## src/rtl/instr_fetch_unit.sv

```systemverilog
// Instruction fetch front end: owns the PC, captures the instruction memory word into IF/ID,
// and handles stall, branch/jump redirect with flush, misaligned-target faulting and fetch count.
module instr_fetch_unit #(
  parameter logic [31:0] RESET_PC  = 32'h0000_0000,
  parameter logic [31:0] PC_INC    = 32'd4,
  parameter logic [31:0] NOP_INSTR = 32'h0000_0000
) (
  input  logic        Clk,
  input  logic        Reset,
  input  logic        Stall,
  input  logic        BranchTaken,
  input  logic [31:0] BranchTarget,
  input  logic        Jump,
  input  logic [31:0] JumpTarget,
  input  logic [31:0] InstructionCode,
  output logic [31:0] PC,
  output logic [31:0] IF_ID_Instr,
  output logic [31:0] IF_ID_PC,
  output logic [31:0] IF_ID_PCPlus4,
  output logic        IF_ID_Valid,
  output logic        MisalignFault,
  output logic [31:0] FetchCount
);

  logic [31:0] r_pc;
  logic [31:0] r_if_id_instr;
  logic [31:0] r_if_id_pc;
  logic [31:0] r_if_id_pc_plus4;
  logic        r_if_id_valid;
  logic        r_misalign_fault;
  logic [31:0] r_fetch_count;

  logic        w_redirect;
  logic [31:0] w_target;
  logic [31:0] w_pc_seq;

  // Branch outranks jump when both resolve in the same cycle.
  assign w_redirect = BranchTaken | Jump;
  assign w_target   = BranchTaken ? BranchTarget : JumpTarget;
  assign w_pc_seq   = r_pc + PC_INC;

  always_ff @(posedge Clk or negedge Reset) begin
    if (!Reset) begin
      r_pc             <= RESET_PC;
      r_if_id_instr    <= NOP_INSTR;
      r_if_id_pc       <= 32'h0;
      r_if_id_pc_plus4 <= 32'h0;
      r_if_id_valid    <= 1'b0;
      r_misalign_fault <= 1'b0;
      r_fetch_count    <= 32'h0;
    end else if (w_redirect) begin
      // Redirect beats stall; the word fetched this cycle is on the wrong path and is dropped.
      r_pc             <= {w_target[31:2], 2'b00};
      r_if_id_instr    <= NOP_INSTR;
      r_if_id_pc       <= 32'h0;
      r_if_id_pc_plus4 <= 32'h0;
      r_if_id_valid    <= 1'b0;
      if (w_target[1:0] != 2'b00) begin
        r_misalign_fault <= 1'b1;
      end
    end else if (!Stall) begin
      r_pc             <= w_pc_seq;
      r_if_id_instr    <= InstructionCode;
      r_if_id_pc       <= r_pc;
      r_if_id_pc_plus4 <= w_pc_seq;
      r_if_id_valid    <= 1'b1;
      r_fetch_count    <= r_fetch_count + 32'd1;
    end
  end

  assign PC            = r_pc;
  assign IF_ID_Instr   = r_if_id_instr;
  assign IF_ID_PC      = r_if_id_pc;
  assign IF_ID_PCPlus4 = r_if_id_pc_plus4;
  assign IF_ID_Valid   = r_if_id_valid;
  assign MisalignFault = r_misalign_fault;
  assign FetchCount    = r_fetch_count;

endmodule
```

## config.mk

```make
export PLATFORM = sky130hd
export DESIGN_NAME = instr_fetch_unit
export DESIGN_NICKNAME = d
export VERILOG_FILES = /design/src/rtl/instr_fetch_unit.sv
export SDC_FILE = /design/constraint.sdc
export NUM_CORES = 1
export LEC_CHECK = 0
export CAP_MARGIN = 20
export CELL_PAD_IN_SITES_DETAIL_PLACEMENT = 1
export CELL_PAD_IN_SITES_GLOBAL_PLACEMENT = 1
export CORE_UTILIZATION = 30
export CTS_CLUSTER_SIZE = 14
export DETAILED_ROUTE_END_ITERATION = 10
export GPL_ROUTABILITY_DRIVEN = 0
export PLACE_DENSITY_LB_ADDON = 0.1
export SYNTH_ARGS = -nofsm -noshare
export SYNTH_HDL_FRONTEND = slang
export SYNTH_SLANG_ARGS = --single-unit
```

## constraint.sdc

```tcl
create_clock -name Clk -period 2.6 [get_ports Clk]
set_clock_uncertainty 0.2 [all_clocks]
set_input_delay 0.26 -clock Clk [delete_from_list [all_inputs] [get_ports Clk]]
set_output_delay 0.26 -clock Clk [all_outputs]
set_load 0.1 [all_outputs]
```

Word-level counts from Yosys, hierarchy flattened
Cells that the tools add are included.

cells by class
  add/subtract/negate cells = 2
  equal/unequal tests = 1
  multiplexer cells = 10
  bitwise gates (word level) = 3
  reduce and logical (&&, ||, !) cells = 3

operator list
  kind                                                    number
  two-way mux 32 bit                                      8
  adder 32 x 1 -> 32 bit (second input constant)          1
  adder 32 x 3 -> 32 bit (second input constant)          1
  AND reduction 2 bit                                     2
  two-way mux 1 bit                                       2
  inequality test 2 x 1 -> 1 bit (second input constant)  1
  NOT 1 bit                                               2
  nonzero test 2 bit                                      1
  OR 1 bit                                                1

word-level totals
  bits in registers = 162
  input bits = 101
  output and inout port bits = 162
  word-level logic and storage cells = 26

Depth between registers and ports, before layout
  depth in word-level cells = 3
  gate-level depth with buffers = 7
  mapped depth without buffers = 6

Least setup slack after synthesis
Ideal clock, no wire load.

  kind = register to register
  start point = reg r_pc[2] (netlist: PC[2])
  end point = reg r_pc[18] (netlist: PC[18])
  setup time = 90 ps
  arrival = 2712 ps
  setup slack = -402 ps
  stages on the path, launching flop included = 7
  clock period less this slack = 3002 ps
  cell sequence = dfrtp_1 ha_1 nand4_2 nor4_1 nand4_1 xor2_1 o221ai_1

on the way
  longest elaborated chain between the ends = 3

RTL lines
  element                 line  source
  start, declared         25    logic [31:0] r_pc;
  start signal, assigned  53    r_pc <= {w_target[31:2], 2'b00};
  start signal, assigned  62    r_pc <= w_pc_seq;
  adder 32 x 3 -> 32 bit  40    assign w_pc_seq = r_pc + PC_INC;
  two-way mux 32 bit      61    end else if (!Stall) begin
  two-way mux 32 bit      51    end else if (w_redirect) begin

No other way between the ends. The select of a mux whose other input is x is not followed.
A chain may end at the register's enable or synchronous reset.

Worst setup path after layout
  start point = in BranchTaken
  end point = reg r_fetch_count[28] (netlist: FetchCount[28])

on the way
  longest elaborated chain between the ends = 3

RTL lines
  element                               line  source
  start, declared                       11    input logic BranchTaken,
  OR 1 bit                              38    assign w_redirect = BranchTaken | Jump;
  NOT 1 bit (no source line)            n/a
  AND reduction 2 bit (no source line)  n/a
  end signal, assigned                  67    r_fetch_count <= r_fetch_count + 32'd1;
  end, declared                         31    logic [31:0] r_fetch_count;

No other way between the ends.

==> metrics <==
number of enable-type register cells in the synthesized netlist=0; capturing element type of the critical path=flip-flop; antenna violations before repair=0; ratio of routed vias to standard cells=4.973; part of the cycle the worst path needs=87.12%; Via Count=around 6900; H-tree lvl count=4; synthesis-stage register bit count=157; final hold violation count=0; Pwr Total=approximately 7.8 mW; unrepaired setup endpoints after global routing=no; remaining routing DRC violations=0; maximum net fanout on the critical path=7; areal power density over the cells=706.3 mW/mm^2; CTS Buf Count=17; async set-reset flop share out of synthesis=between 90% and 100%; worst-margin pin slew=between 0.5 and 0.6 ns; busiest layer in global routing=met2; global routing met1 resource utilization=approximately 27%; Min-Delay Path Depth=3; Synth Instances=roughly 780; max-cap violations=0; area added between synthesis and finish=43.47%; I/O pin count=263; maximum number of buffers from clock root to sink=2; CTS clk-pin slew, worst paths=0.07 ns; share of the synthesized area in compound gates (AO/OA/AOI/OAI)=a little over an eighth; reg2reg setup slack=0.33 ns; start point of the worst hold path=Stall; height of the chip=162.7 um; core footprint=0.02525 sq mm; main area contributors after synthesis=sky130_fd_sc_hd__dfrtp_1 51%, sky130_fd_sc_hd__mux2i_1 7.6%, sky130_fd_sc_hd__a21oi_1 4.8%; mux cell area share after synthesis=8.061%; GRT Resource Usage Total=20.91%; count of routing violations after the opening detailed-route iteration=roughly 380; arrival time of data at the critical path endpoint=2.42 ns; Post-Synth XOR/XNOR Area=6.672%; Period minus WS final=2.265 ns; share of synthesized cell area in full adder, half adder and majority cells=0.3231%; gr ovfl total=0; antenna cells=0; worst min-delay path endpoint=IF_ID_PCPlus4[7]; combinational family with the most area after synthesis=simple AND/OR/NAND/NOR gates; number of buffers inserted by port buffering=260; post-layout net count=1148; setup total negative slack=0 ns; remaining antenna violation count=0; overall routed net length=26720 um; Synth top area share=50.73%; category of the most critical setup path=in -> reg; worst reg2reg path depth=6; synthesized area=~0.0077 sq mm; kind of start point of the critical path=input pin; global-route wire length before repair=42300 um; insertion delay of the later-clocked pin in the worst-skew pair=0.44 ns; endpoint of the worst-slack reg-to-reg timing path=PC[18]; required time worst endpoint=2.76 ns; GRT met3 Usage=5.017%; Yosys warning count=0; Clock Root Buffer=sky130_fd_sc_hd__clkbuf_16; post-DR wirelength/cell=just under 20 um; part of the Yosys area used for sequential elements=50.73%; starting density of the core=between 30% and 40%; dominant synthesized flop cell=sky130_fd_sc_hd__dfrtp_1; worst hold path type=in -> reg; average size of a mapped cell=about 9.9 sq um; # rows=58; number of global-route vias before repair=7244; chip width=roughly 160 um; number of endpoints failing setup at the final stage=0; CTS tree=built; worst reg2reg path startpoint=PC[2]; DP Wirelength=19630 um; maximum ir drop on the vdd rail=0.3049 mV; count of distinct cell types in the synthesized netlist=53; overall die area=0.02646 sq mm; Slew headroom=61.56%; run status=finished, final reports clean; largest net degree at the start of global routing=55; biggest area consumer among synthesized cells=sky130_fd_sc_hd__dfrtp_1; iteration count of the initial detailed-routing pass=4; Final Max Slew Viols=0; share of cells above drive strength 1=approximately a quarter; Leakage Power=5.208 nW; sinks on the clock net=157; met2 track utilization from global routing=between 30% and 40%; basic-gate share of the synthesized area counting and, or, nand and nor cells=about 17%; highest clock frequency the design can meet=441.5 MHz
[registers in the layout (all words and copies together), names as in the netlist]
register and count:
IF_ID_Instr 32, PC 30, IF_ID_PCPlus4 30, IF_ID_Valid 1, MisalignFault 1, FetchCount 32, IF_ID_PC 31
[per-layer routing]
| metal | vias to the layer above | part of all wire (%) |
|---|---|---|
| met5 | - | 0 |
| met4 | 0 | 1.4 |
| met3 | 20 | 5.7 |
| met2 | 182 | 48 |
| met1 | 3442 | 44 |
| li1 | 3259 | - |
[timing repair]
| action | CTS | global route |
|---|---|---|
| hold buffers | 2 | 0 |
| endpoints found under the hold margin | 52 | 0 |
| buffers inserted | 0 | 0 |
| resized for setup | 0 | 0 |
[how the worst max path moves through the flow]
stage,from,to,slack [ns],depth (start not counted)
floorplan,PC[15],PC[27],0.006,5
global placement,Jump,FetchCount[28],0.12,7
detailed placement,Jump,FetchCount[28],0.03,7
CTS,PC[2],PC[18],0.30,6
global route,PC[2],PC[18],0.15,6
finish,BranchTaken,FetchCount[28],0.33,8
[area by class of cell]
type	instances	area, sq um
inverter	16	60.06
tap	330	412.9
clock inverter	13	187.7
multi-input combinational	559	3542
fill	2885	14140
timing repair buffer	294	2494
sequential	157	3963
clock buffer	19	452.9
[placed cells by master (no fill, tap or decap), types with 7 or more instances in the layout]
cell type / instances
sky130_fd_sc_hd__inv_1: 16
sky130_fd_sc_hd__o21a_1: 7
sky130_fd_sc_hd__dfrtp_2: 24
sky130_fd_sc_hd__buf_4: 190
sky130_fd_sc_hd__nor3_1: 8
sky130_fd_sc_hd__a2bb2oi_1: 10
sky130_fd_sc_hd__a21oi_1: 75
sky130_fd_sc_hd__and2_1: 7
sky130_fd_sc_hd__dfrtp_1: 132
sky130_fd_sc_hd__o21ai_0: 46
sky130_fd_sc_hd__xor2_1: 20
sky130_fd_sc_hd__nand3_1: 24
sky130_fd_sc_hd__and3_1: 8
sky130_fd_sc_hd__nand4_1: 9
sky130_fd_sc_hd__xnor2_1: 39
sky130_fd_sc_hd__nor2_1: 96
sky130_fd_sc_hd__clkdlybuf4s50_1: 97
sky130_fd_sc_hd__nand2_1: 67
sky130_fd_sc_hd__clkbuf_16: 17
sky130_fd_sc_hd__and4_1: 8
sky130_fd_sc_hd__mux2i_1: 59
[cells by family after synthesis]
| family | after synthesis |
|---|---|
| adder cells (fa/ha/maj) | 2 |
| XOR/XNOR | 59 |
| AND/OR/NAND/NOR | 257 |
| multiplexers | 62 |
| flip-flops | 157 |
| buffers and inverters | 69 |
| other | 1 |
| AO/OA/AOI/OAI | 177 |
[synthesized netlist by cell type, types with 2 or more instances]
cell	count
sky130_fd_sc_hd__a211oi_1	6
sky130_fd_sc_hd__a21oi_1	75
sky130_fd_sc_hd__a22o_1	3
sky130_fd_sc_hd__a22oi_1	6
sky130_fd_sc_hd__a2bb2oi_1	10
sky130_fd_sc_hd__a31oi_1	4
sky130_fd_sc_hd__a41oi_1	2
sky130_fd_sc_hd__and2_1	7
sky130_fd_sc_hd__and3_1	8
sky130_fd_sc_hd__and4_1	8
sky130_fd_sc_hd__buf_1	13
sky130_fd_sc_hd__buf_2	8
sky130_fd_sc_hd__buf_4	5
sky130_fd_sc_hd__clkbuf_1	26
sky130_fd_sc_hd__dfrtp_1	157
sky130_fd_sc_hd__ha_1	2
sky130_fd_sc_hd__inv_1	16
sky130_fd_sc_hd__mux2_2	3
sky130_fd_sc_hd__mux2i_1	59
sky130_fd_sc_hd__nand2_1	67
sky130_fd_sc_hd__nand2b_1	4
sky130_fd_sc_hd__nand3_1	24
sky130_fd_sc_hd__nand4_1	9
sky130_fd_sc_hd__nand4_2	2
sky130_fd_sc_hd__nor2_1	97
sky130_fd_sc_hd__nor2b_1	2
sky130_fd_sc_hd__nor3_1	8
sky130_fd_sc_hd__nor3_2	3
sky130_fd_sc_hd__nor3b_1	2
sky130_fd_sc_hd__nor4_1	3
sky130_fd_sc_hd__nor4_4	4
sky130_fd_sc_hd__o21a_1	7
sky130_fd_sc_hd__o21ai_0	46
sky130_fd_sc_hd__o22a_1	6
sky130_fd_sc_hd__o22ai_1	5
sky130_fd_sc_hd__o31ai_1	2
sky130_fd_sc_hd__or2_2	2
sky130_fd_sc_hd__xnor2_1	39
sky130_fd_sc_hd__xor2_1	20
[power breakdown]
part	switching, mW	leakage [nW]	internal, mW
logic	1.62	2.81	0.596
registers	0.250	2.08	2.60
clock network	1.17	0.318	1.61
total	3.04	5.21	4.81
[critical path, cell delays in order]
cell and delay (ns):
sky130_fd_sc_hd__dlygate4sd3_1 0.53, sky130_fd_sc_hd__buf_2 0.16, sky130_fd_sc_hd__or4b_4 0.56, sky130_fd_sc_hd__nor4_4 0.26, sky130_fd_sc_hd__buf_4 0.20, sky130_fd_sc_hd__nand4_4 0.13
sky130_fd_sc_hd__nor2_1 0.15, sky130_fd_sc_hd__xor2_1 0.18
[per-stage QoR]
stage          utilization (%)  hold WS (ns)  area (sq um)  std cells  setup slack [ns]
6_report                 44.00       0.01766         11110       1388            0.3350
5_1_grt                  44.00       0.02557         11110       1388            0.1534
4_1_cts                  44.00      0.004934         11110       1388            0.3038
3_5_place_dp             41.38       0.08062         10450       1354           0.03166
3_3_place_gp             41.38       0.08557         10450       1354            0.1235
2_1_floorplan                -       -0.2356          7789        785          0.006063
Power figures use the tool's default switching activity.
